<file path="config.mk">
export PLATFORM = sky130hd
export DESIGN_NAME = alu_input_sequencer
export DESIGN_NICKNAME = d
export VERILOG_FILES = /design/src/rtl/alu_input_sequencer.sv
export SDC_FILE = /design/constraint.sdc
export NUM_CORES = 1
export LEC_CHECK = 0
export CELL_PAD_IN_SITES_DETAIL_PLACEMENT = 1
export CELL_PAD_IN_SITES_GLOBAL_PLACEMENT = 1
export CORE_ASPECT_RATIO = 1.5
export CORE_MARGIN = 2
export CORE_UTILIZATION = 34
export CTS_CLUSTER_SIZE = 24
export DETAILED_ROUTE_END_ITERATION = 16
export HOLD_SLACK_MARGIN = 0.06
export PLACE_DENSITY = 0.88
export SLEW_MARGIN = 0
export SYNTH_ARGS = -nofsm -noshare
export SYNTH_HDL_FRONTEND = slang
export SYNTH_SLANG_ARGS = --single-unit
</file>
<file path="constraint.sdc">
create_clock -name i_clock -period 2.2 [get_ports i_clock]
set_input_delay 0.22 -clock i_clock [delete_from_list [all_inputs] [get_ports i_clock]]
set_output_delay 0.22 -clock i_clock [all_outputs]
set_load 0.1 [all_outputs]
</file>
<file path="src/rtl/alu_input_sequencer.sv">
// alu_input_sequencer
// Captures operand A, operand B and the opcode from a shared switch bus, one
// push-button per item and in a fixed order. The captured values drive the ALU
// directly. On execute, the ALU result is latched with a one-cycle valid strobe.
// Each raw button passes through a 2-flop synchroniser and a rising-edge
// detector, so a press gives exactly one pulse however long it is held.
//
// Handshake: o_valid is a strobe with no ready. It is high for exactly the one
// cycle after o_result was written, and o_result then holds until the next
// execute.
module alu_input_sequencer #(
    parameter int NB_DATA = 16,
    parameter int NB_OP   = 2
) (
    input  logic               i_clock,
    input  logic               i_reset,
    input  logic [NB_DATA-1:0] i_data,
    input  logic               i_btn_a,
    input  logic               i_btn_b,
    input  logic               i_btn_op,
    input  logic [NB_DATA-1:0] i_result,
    output logic [NB_DATA-1:0] o_dataA,
    output logic [NB_DATA-1:0] o_dataB,
    output logic [NB_OP-1:0]   o_sel,
    output logic [NB_DATA-1:0] o_result,
    output logic               o_valid,
    output logic [1:0]         o_state
);

    localparam logic [1:0] ST_A    = 2'b00;
    localparam logic [1:0] ST_B    = 2'b01;
    localparam logic [1:0] ST_OP   = 2'b10;
    localparam logic [1:0] ST_EXEC = 2'b11;

    // Per button: [0] and [1] are the synchroniser, and [2] is the
    // edge-detect history.
    logic [2:0] sync_a;
    logic [2:0] sync_b;
    logic [2:0] sync_op;

    logic pulse_a;
    logic pulse_b;
    logic pulse_op;

    logic [1:0] state;

    // Shift the raw buttons through the synchroniser and edge-history flops.
    always_ff @(posedge i_clock or posedge i_reset) begin
        if (i_reset) begin
            sync_a  <= 3'b000;
            sync_b  <= 3'b000;
            sync_op <= 3'b000;
        end else begin
            sync_a  <= {sync_a[1:0],  i_btn_a};
            sync_b  <= {sync_b[1:0],  i_btn_b};
            sync_op <= {sync_op[1:0], i_btn_op};
        end
    end

    // Rising-edge pulses, one clock wide per press.
    always_comb begin
        pulse_a  = sync_a[1]  & ~sync_a[2];
        pulse_b  = sync_b[1]  & ~sync_b[2];
        pulse_op = sync_op[1] & ~sync_op[2];
    end

    // Sequencing FSM. Only the pulse matching the current state acts; all
    // other pulses are dropped rather than queued.
    always_ff @(posedge i_clock or posedge i_reset) begin
        if (i_reset) begin
            state    <= ST_A;
            o_dataA  <= '0;
            o_dataB  <= '0;
            o_sel    <= '0;
            o_result <= '0;
            o_valid  <= 1'b0;
        end else begin
            o_valid <= 1'b0;
            case (state)
                ST_A: begin
                    if (pulse_a) begin
                        o_dataA <= i_data;
                        state   <= ST_B;
                    end
                end
                ST_B: begin
                    if (pulse_b) begin
                        o_dataB <= i_data;
                        state   <= ST_OP;
                    end
                end
                ST_OP: begin
                    if (pulse_op) begin
                        o_sel <= i_data[NB_OP-1:0];
                        state <= ST_EXEC;
                    end
                end
                default: begin
                    // ST_EXEC: the ALU has had this whole cycle to settle
                    // on the new select.
                    o_result <= i_result;
                    o_valid  <= 1'b1;
                    state    <= ST_A;
                end
            endcase
        end
    end

    // Expose the state for the LEDs.
    always_comb begin
        o_state = state;
    end

endmodule

</file>
## Yosys cells after proc, flatten, opt, wreduce, memory -nomap -nowiden

Cells that the tools add are included.

- Flip-flop bits (word level): 62
- Input bits: 37
- Output and inout port bits: 53
- Word-level logic and storage cells: 31

- Eq/ne operators: 5
- Mux-type cells: 5
- Bitwise operators: 6
- Reduce and logical (&&, ||, !) cells: 6

Operator list:

| cell | number |
|---|---|
| 2-to-1 mux 2 bit | 3 |
| inequality test 2 bit (second input constant) | 3 |
| one-hot mux 2 bit (3 select lines) | 1 |
| AND reduction 2 bit | 3 |
| AND 1 bit | 3 |
| inverter 1 bit | 3 |
| AND reduction 3 bit | 1 |
| OR reduction 3 bit | 1 |
| equality test 2 x 1 -> 1 bit (second input constant) | 1 |
| equality test 2 bit (second input constant) | 1 |
| zero test 2 bit | 1 |
| 2-to-1 mux 1 bit | 1 |

## Logic depth before layout (Yosys ltp)

Gate-level depths: netlist of the first run.

- Word-level depth: 4
- Depth in mapped cells: 5
- Mapped depth without buffers: 4

## Worst setup path after synthesis of the first run

OpenSTA, ideal clock, no wires.

- Path kind: reg2reg
- Start point: register state[0] (netlist: o_state[0])
- End point: register o_dataA[0]
- Setup time: 126 ps
- Data arrival time: 2,174 ps
- Data required time: 2,074 ps
- Slack: -100 ps
- Stages on the path, launching flop included: 6
- Path buffers: 1
- Cells stage by stage: dfrtp_1 -> inv_1 -> ha_1 -> nand3b_1 -> buf_2 -> mux2_2

- Cells in the longest elaborated chain, start to end: 2

RTL lines:

| what | line | source |
|---|---|---|
| from (decl) | 45 | `logic [1:0] state;` |
| from (signal assigned) | 71 | `state <= ST_A;` |
| from (signal assigned) | 83 | `state <= ST_B;` |
| from (signal assigned) | 89 | `state <= ST_OP;` |
| zero test 2 bit | 79 | `case (state)` |
| AND reduction 2 bit (no line) | n/a |  |
| to (signal assigned) | 82 | `o_dataA <= i_data;` |
| to (decl) | 22 | `output logic [NB_DATA-1:0] o_dataA,` |

No other way between the ends.
A chain may end at the register's enable or synchronous reset.

## Final worst setup path of the first run

- Start point: register state[0] (netlist: o_state[0])
- End point: register state[1] (netlist: o_state[1])

- Cells in the longest elaborated chain, start to end: 3
- Elaborated cells on any way between the ends: 8
- Classes of those cells: 5 x eq/ne; 1 x mux; 2 x reduce/logical

RTL lines:

| what | line |
|---|---|
| equality test 2 bit, or another cell as far along | 79 |
| inequality test 2 bit (no line) | n/a |
| AND reduction 3 bit (no line) | n/a |

Parallel ways exist; a longest one is shown, timed or not.

==> results of run 1 <==
==> cells in the mapped netlist <==
cell type  instances  area [sq um]
a222oi_1           1          10.0
nand3b_1           3          22.5
mux2_2            49           552
ha_1               4          50.1
nor2_1             1          3.75
inv_1              3          11.3
dfrtp_1           62          1550
buf_2              4          20.0
a2bb2oi_1          1          8.76
nand2b_1           3          18.8
mux2_1             2          22.5
nand2_1            1          3.75
==> state kept, by name, summed over array words and instances, names as in the netlist <==
register,count
o_dataA,16
o_dataB,16
o_result,16
o_sel,2
o_state,2
o_valid,1
sync_a,3
sync_b,3
sync_op,3
==> layout by cell type (no fill, tap or decap), types with 2 or more instances in the layout <==
cell,count
clkinv_2,3
nand3b_1,3
buf_4,58
clkdlybuf4s50_1,36
mux2_2,49
dfrtp_2,2
mux2_1,2
nand2b_1,3
clkbuf_8,11
dfrtp_1,60
ha_1,4
inv_1,2
==> cell families after synthesis <==
family                     share of synthesized area [%]
adders and majority gates                           2.20
AOI/OAI and AO/OA                                  0.825
DFF                                                 68.2
buffers and inverters                               1.38
muxes                                               25.2
and+or+nand+nor                                     2.14
==> worst register-to-register path, stage by stage, from the launching register on <==
cell and delay [ns]:
dfrtp_2 0.40, inv_1 0.08, ha_1 0.23, a222oi_1 0.41, mux2_1 0.36
==> layout make-up <==
class	count	area, sq um	share of cell area, %
Sequential cell	62	1550	46.1
Timing Repair Buffer	95	816	24.2
Multi-Input combinational cell	65	692	20.5
Clock buffer	12	155	4.61
Tap cell	76	95.1	2.82
Clock inverter	4	45.0	1.34
Inverter	3	11.3	0.334
==> through the flow <==
step                      std cells  hold WS, ns  utilization (%)
after floorplan                 134        0.251                -
after CTS                       317        0.210             51.9
final                           317        0.206             51.9
after detailed placement        301        0.337             48.8
after global placement          301        0.337             48.8
after global routing            317        0.244             51.9
==> routing by layer <==
metal	track usage (%)	vias to the layer above
met2	25.7	39
met5	0	-
met4	8.89	0
met3	2.81	9
met1	17.6	782
li1	-	671
==> path summary, 6_finish.rpt <==
path / startpoint / to / slack (ns) / cells past startpoint
worst max-delay path: o_state[0]$_DFFE_PP0P_ / o_state[1]$_DFFE_PP0P_ / 0.61 / 4
worst max register to register: o_state[0]$_DFFE_PP0P_ / o_state[1]$_DFFE_PP0P_ / 0.61 / 4
worst min register to register: sync_a[0]$_DFF_PP0_ / sync_a[1]$_DFF_PP0_ / 0.35 / 0
max in group asynchronous: i_reset / o_dataA[13]$_DFFE_PP0P_ / 1.46 / 3
min in group i_clock: i_btn_op / sync_op[0]$_DFF_PP0_ / 0.33 / 1
worst min-delay path: i_reset / o_state[1]$_DFFE_PP0P_ / 0.21 / 2
==> impl_metrics.csv, run 1 <==
group,metric,value,unit
status,run_status,"completed",
worst_setup_path,cp_top_family,"compound AO/OA/AOI/OAI gates",
timing,grt_setup_unrepaired,"false",
floorplan,core.rowCount,36,
placed_design,dp_hpwl,3820,um
synthesis,synth_nets,175,
timing,final.setup.tns,0,ns
detailed_routing,routed-via-count,1501,
timing,setup_slack,0.613,ns
worst_setup_path,critical_path_required,2.41,ns
cells_and_area,layout.cell_area.non_filler,3370,sq um
detailed_routing,finalWirelength,5070,um
global_routing,grt_start_max_net_pins,24,
cts,clock_sink_count,62,
detailed_routing,number_of_routed_nets_with_antenna_violations,0,
worst_setup_path,timing.critical_path.from_type,"flop",
floorplan,start_util,35.1,%
worst_setup_path,cp.buffers_inverters,1,
global_routing,grt_pass1_vias,1694,
cts,cts_hold_buf,0,
detailed_routing,wl_per_cell,16.0,um
placed_design,globalplace.congestion,0.724,
timing,final_min_period_over_clock_period,72.1,%
floorplan,floorplan.core_area,6490,sq um
run,drv_cap,0,
timing,timing.clock.skew,0.00429,ns
cells_and_area,fillCellCount,672,
timing,drv_slew,0,
cts,cts_setup_buffers,0,
detailed_routing,route.detailed.vias_per_inst,4.74,
worst_setup_path,timing.critical_path.cells,"inv_1, ha_1, a222oi_1, mux2_1",
floorplan,die_h,104,um
min_path,worstHoldPathType,"input pin to asynchronous set/reset pin",
floorplan,dieWidth,70.8,um
placed_design,port_buffers,89,
synthesis,yosysSeqAreaShare,68.2,%
worst_setup_path,critical-path-slowest-cell,"a222oi_1",
floorplan,ios,90,
global_routing,initial_antenna_violation_count,0,
worst_setup_path,max_stage_delay,0.41,ns
timing,worst_pin_slew,0.417,ns
cts,clock_insertion_delay_worst_skew,0.32,ns
worst_setup_path,worstPathArrival,1.80,ns
worst_setup_path,path_max_fanout,5,
worst_setup_path,crit_type,"flop to flop",
timing,max_clock_freq,630,MHz
synthesis,ys_seq_elements,62,
detailed_routing,met2WireLength,2790,um
detailed_routing,detail_route.wirelength.met1,1990,um
cts,cts.clk_slew.worst_paths,0.07,ns
global_routing,globalRoute.totalOverflow,0,
cells_and_area,syn_to_final_growth,48.1,%
timing,slew-limit-headroom,72.2,%
synthesis,synthDistinctLibCells,12,
detailed_routing,drt_iter0_markers,50,
cells_and_area,finish.net_count,277,
detailed_routing,first_pass_iters,4,
cts,cts-resized-gates,0,
detailed_routing,detailroute.wirelength.met3,184,um
detailed_routing,drc,0,
worst_setup_path,critical_path.endpoint_type,"flop",
cts,clk_tree_root_cell,"clkbuf_8",
synthesis,synth-warning-count,0,
timing,final_setup_violating_endpoints,0,
synthesis,post_synth_instance_area,2270,sq um
synthesis,synthCells,134,
cells_and_area,antenna-diode-count,0,
global_routing,grt_util_all_layers,15.2,%
cts,tritoncts.num_buffers,9,
cts,cts_tree,"done",
cts,cts.path.max_buffers,2,
placed_design,placement.cell_area,3170,sq um
global_routing,wire_length_of_the_first_global_routing_pass,8630,um
cells_and_area,layout-drive-gt1-share,52.3,%
detailed_routing,topRoutingLayerUsed,"met4",
timing,hold_viol_final,0,
cts,htree_num_levels,3,
floorplan,die_area,7370,sq um
synthesis,postSynthAreaPerCell,17.0,sq um
placed_design,place_ws,0.604,ns
timing,final_period_minus_worst_setup_slack,1.59,ns
Power of run 1 is left out: the tool's default activity adds up to more than one toggle a clock period on the data nets, which glitch-free logic cannot reach.
==> run 2, diff against run 1 <==
clock period = 1.5 ns   (was 2.2 ns; I/O delays follow)
==> impl_metrics.csv, run 2 (synthesis gave the netlist of run 1 again) <==
group,metric,value,unit
cts,cts.path.max_buffers,2,
detailed_routing,first_pass_iters,4,
detailed_routing,drc,0,
cells_and_area,final_common_cell,"dfrtp_1",
placed_design,globalplace.congestion,0.712,
floorplan,ios,90,
floorplan,start_util,35.1,%
cells_and_area,antenna-diode-count,0,
timing,hold_viol_final,0,
run,drv_cap,0,
timing,timing.clock.skew,0.00460,ns
global_routing,grt_start_max_net_pins,24,
worst_setup_path,path_max_fanout,13,
global_routing,initial_antenna_violation_count,0,
global_routing,grt_util_all_layers,16.4,%
detailed_routing,routed-via-count,1559,
floorplan,floorplan.core_area,6490,sq um
cts,clk_tree_root_cell,"clkbuf_8",
cts,cts_tree,"done",
cts,htree_num_levels,3,
cells_and_area,fillCellCount,565,
floorplan,die_h,104,um
worst_setup_path,critical_path.endpoint_type,"flop",
detailed_routing,wl_per_cell,18.6,um
placed_design,dp_hpwl,4290,um
detailed_routing,route.detailed.vias_per_inst,4.75,
timing,grt_setup_unrepaired,"true",
worst_setup_path,worstPathArrival,1.79,ns
global_routing,grt_pass1_vias,1739,
cells_and_area,finish.net_count,289,
cells_and_area,layout_top_registers,"o_dataA: 16 flops, o_dataB: 16 flops, o_result: 16 flops",
detailed_routing,finalWirelength,6090,um
cts,cts.clk_slew.worst_paths,0.06,ns
status,run_status,"complete, but fails checks",
floorplan,dieWidth,70.8,um
cells_and_area,final_cell_mix,"dfrtp_1 (60), buf_12 (57), mux2_2 (36), clkdlybuf4s50_1 (36), mux2_4 (13)",
timing,max_clock_freq,635,MHz
cts,clock_insertion_delay_worst_skew,0.33,ns
worst_setup_path,critical_path_required,1.71,ns
floorplan,die_area,7370,sq um
detailed_routing,number_of_routed_nets_with_antenna_violations,0,
worst_setup_path,timing.critical_path.from_type,"flop",
cts,tritoncts.num_buffers,9,
cts,clock_sink_count,62,
timing,final.setup.tns,-1.21,ns
cells_and_area,layout-drive-gt1-share,56.3,%
detailed_routing,drt_iter0_markers,55,
global_routing,wire_length_of_the_first_global_routing_pass,9070,um
floorplan,core.rowCount,36,
cts,cts_hold_buf,0,
global_routing,globalRoute.totalOverflow,0,
placed_design,port_buffers,89,
cells_and_area,syn_to_final_growth,88.0,%
timing,worst_pin_slew,0.412,ns
timing,final_min_period_over_clock_period,105,%
timing,setup_slack,-0.0738,ns
timing,slew-limit-headroom,72.5,%
timing,final_period_minus_worst_setup_slack,1.57,ns
status,failing_checks,"negative setup slack",
timing,drv_slew,0,
worst_setup_path,crit_type,"flop to flop",
timing,final_setup_violating_endpoints,40,
placed_design,place_ws,-0.0719,ns
min_path,worstHoldPathType,"input pin to asynchronous set/reset pin",
[run 2: changes by cell type in the layout (fill, tap and decap cells not counted), sizes merged]
cell | previous run | this run
clkinv | 3 | 1
bufinv | 1 | 0
clkbuf | 12 | 16
inv | 3 | 2
buf | 59 | 69
clkinvlp | 0 | 1
[run 2: what timing repair did]
item                                    4_1_cts  5_1_grt
pin swaps                                     2        3
cloned                                        0        2
setup buffers                                 1        4
endpoints found under the setup margin        2       33
gates resized for setup                       2       21
[run 2: area by class of cell]
type / instances / area (sq um) / share of cell area [%]
tap: 76 / 95.1 / 2.22
clock inverter: 1 / 5.00 / 0.117
sequential: 62 / 1550 / 36.3
timing repair buffer: 107 / 1660 / 38.7
multi-input combinational: 65 / 787 / 18.4
clock buffer: 14 / 163 / 3.80
inverter: 3 / 15.0 / 0.351
[run 2: final timing paths]
check / start / to / slack, ns / cells after the start
setup reg to reg: o_state[1]$_DFFE_PP0P_ / o_dataB[5]$_DFFE_PP0P_ / -0.07 / 6
setup / recovery: o_state[1]$_DFFE_PP0P_ / o_dataB[5]$_DFFE_PP0P_ / -0.07 / 6
hold reg to reg: sync_op[0]$_DFF_PP0_ / sync_op[1]$_DFF_PP0_ / 0.35 / 0
max in group asynchronous: i_reset / o_dataB[4]$_DFFE_PP0P_ / 0.86 / 3
min in group i_clock: i_btn_b / sync_b[0]$_DFF_PP0_ / 0.27 / 1
hold / removal: i_reset / o_state[0]$_DFFE_PP0P_ / 0.12 / 2
[run 2: worst max-delay path, stage by stage, from the launching register on]
cell and delay, ns:
dfrtp_2 0.41, inv_2 0.07, ha_4 0.16, buf_4 0.13, nand3b_1 0.15, buf_12 0.19, mux2_2 0.35
[run 2: routing by layer]
layer / track usage [%] / wire, um
met1: 18.1 / 2210
met2: 29.0 / 3540
met3: 3.10 / 233
met4: 8.89 / 106
met5: 0 / 0
[run 2: per-stage QoR]
stage	std cells	util (%)	hold slack (ns)	instance area (sq um)
floorplan	134	-	0.181	2300
global placement	307	60.5	0.333	3920
detailed placement	307	60.5	0.343	3920
CTS	323	63.4	0.109	4110
global route	328	65.9	0.154	4280
finish	328	65.9	0.125	4280
Power of run 2 is left out for the same reason.
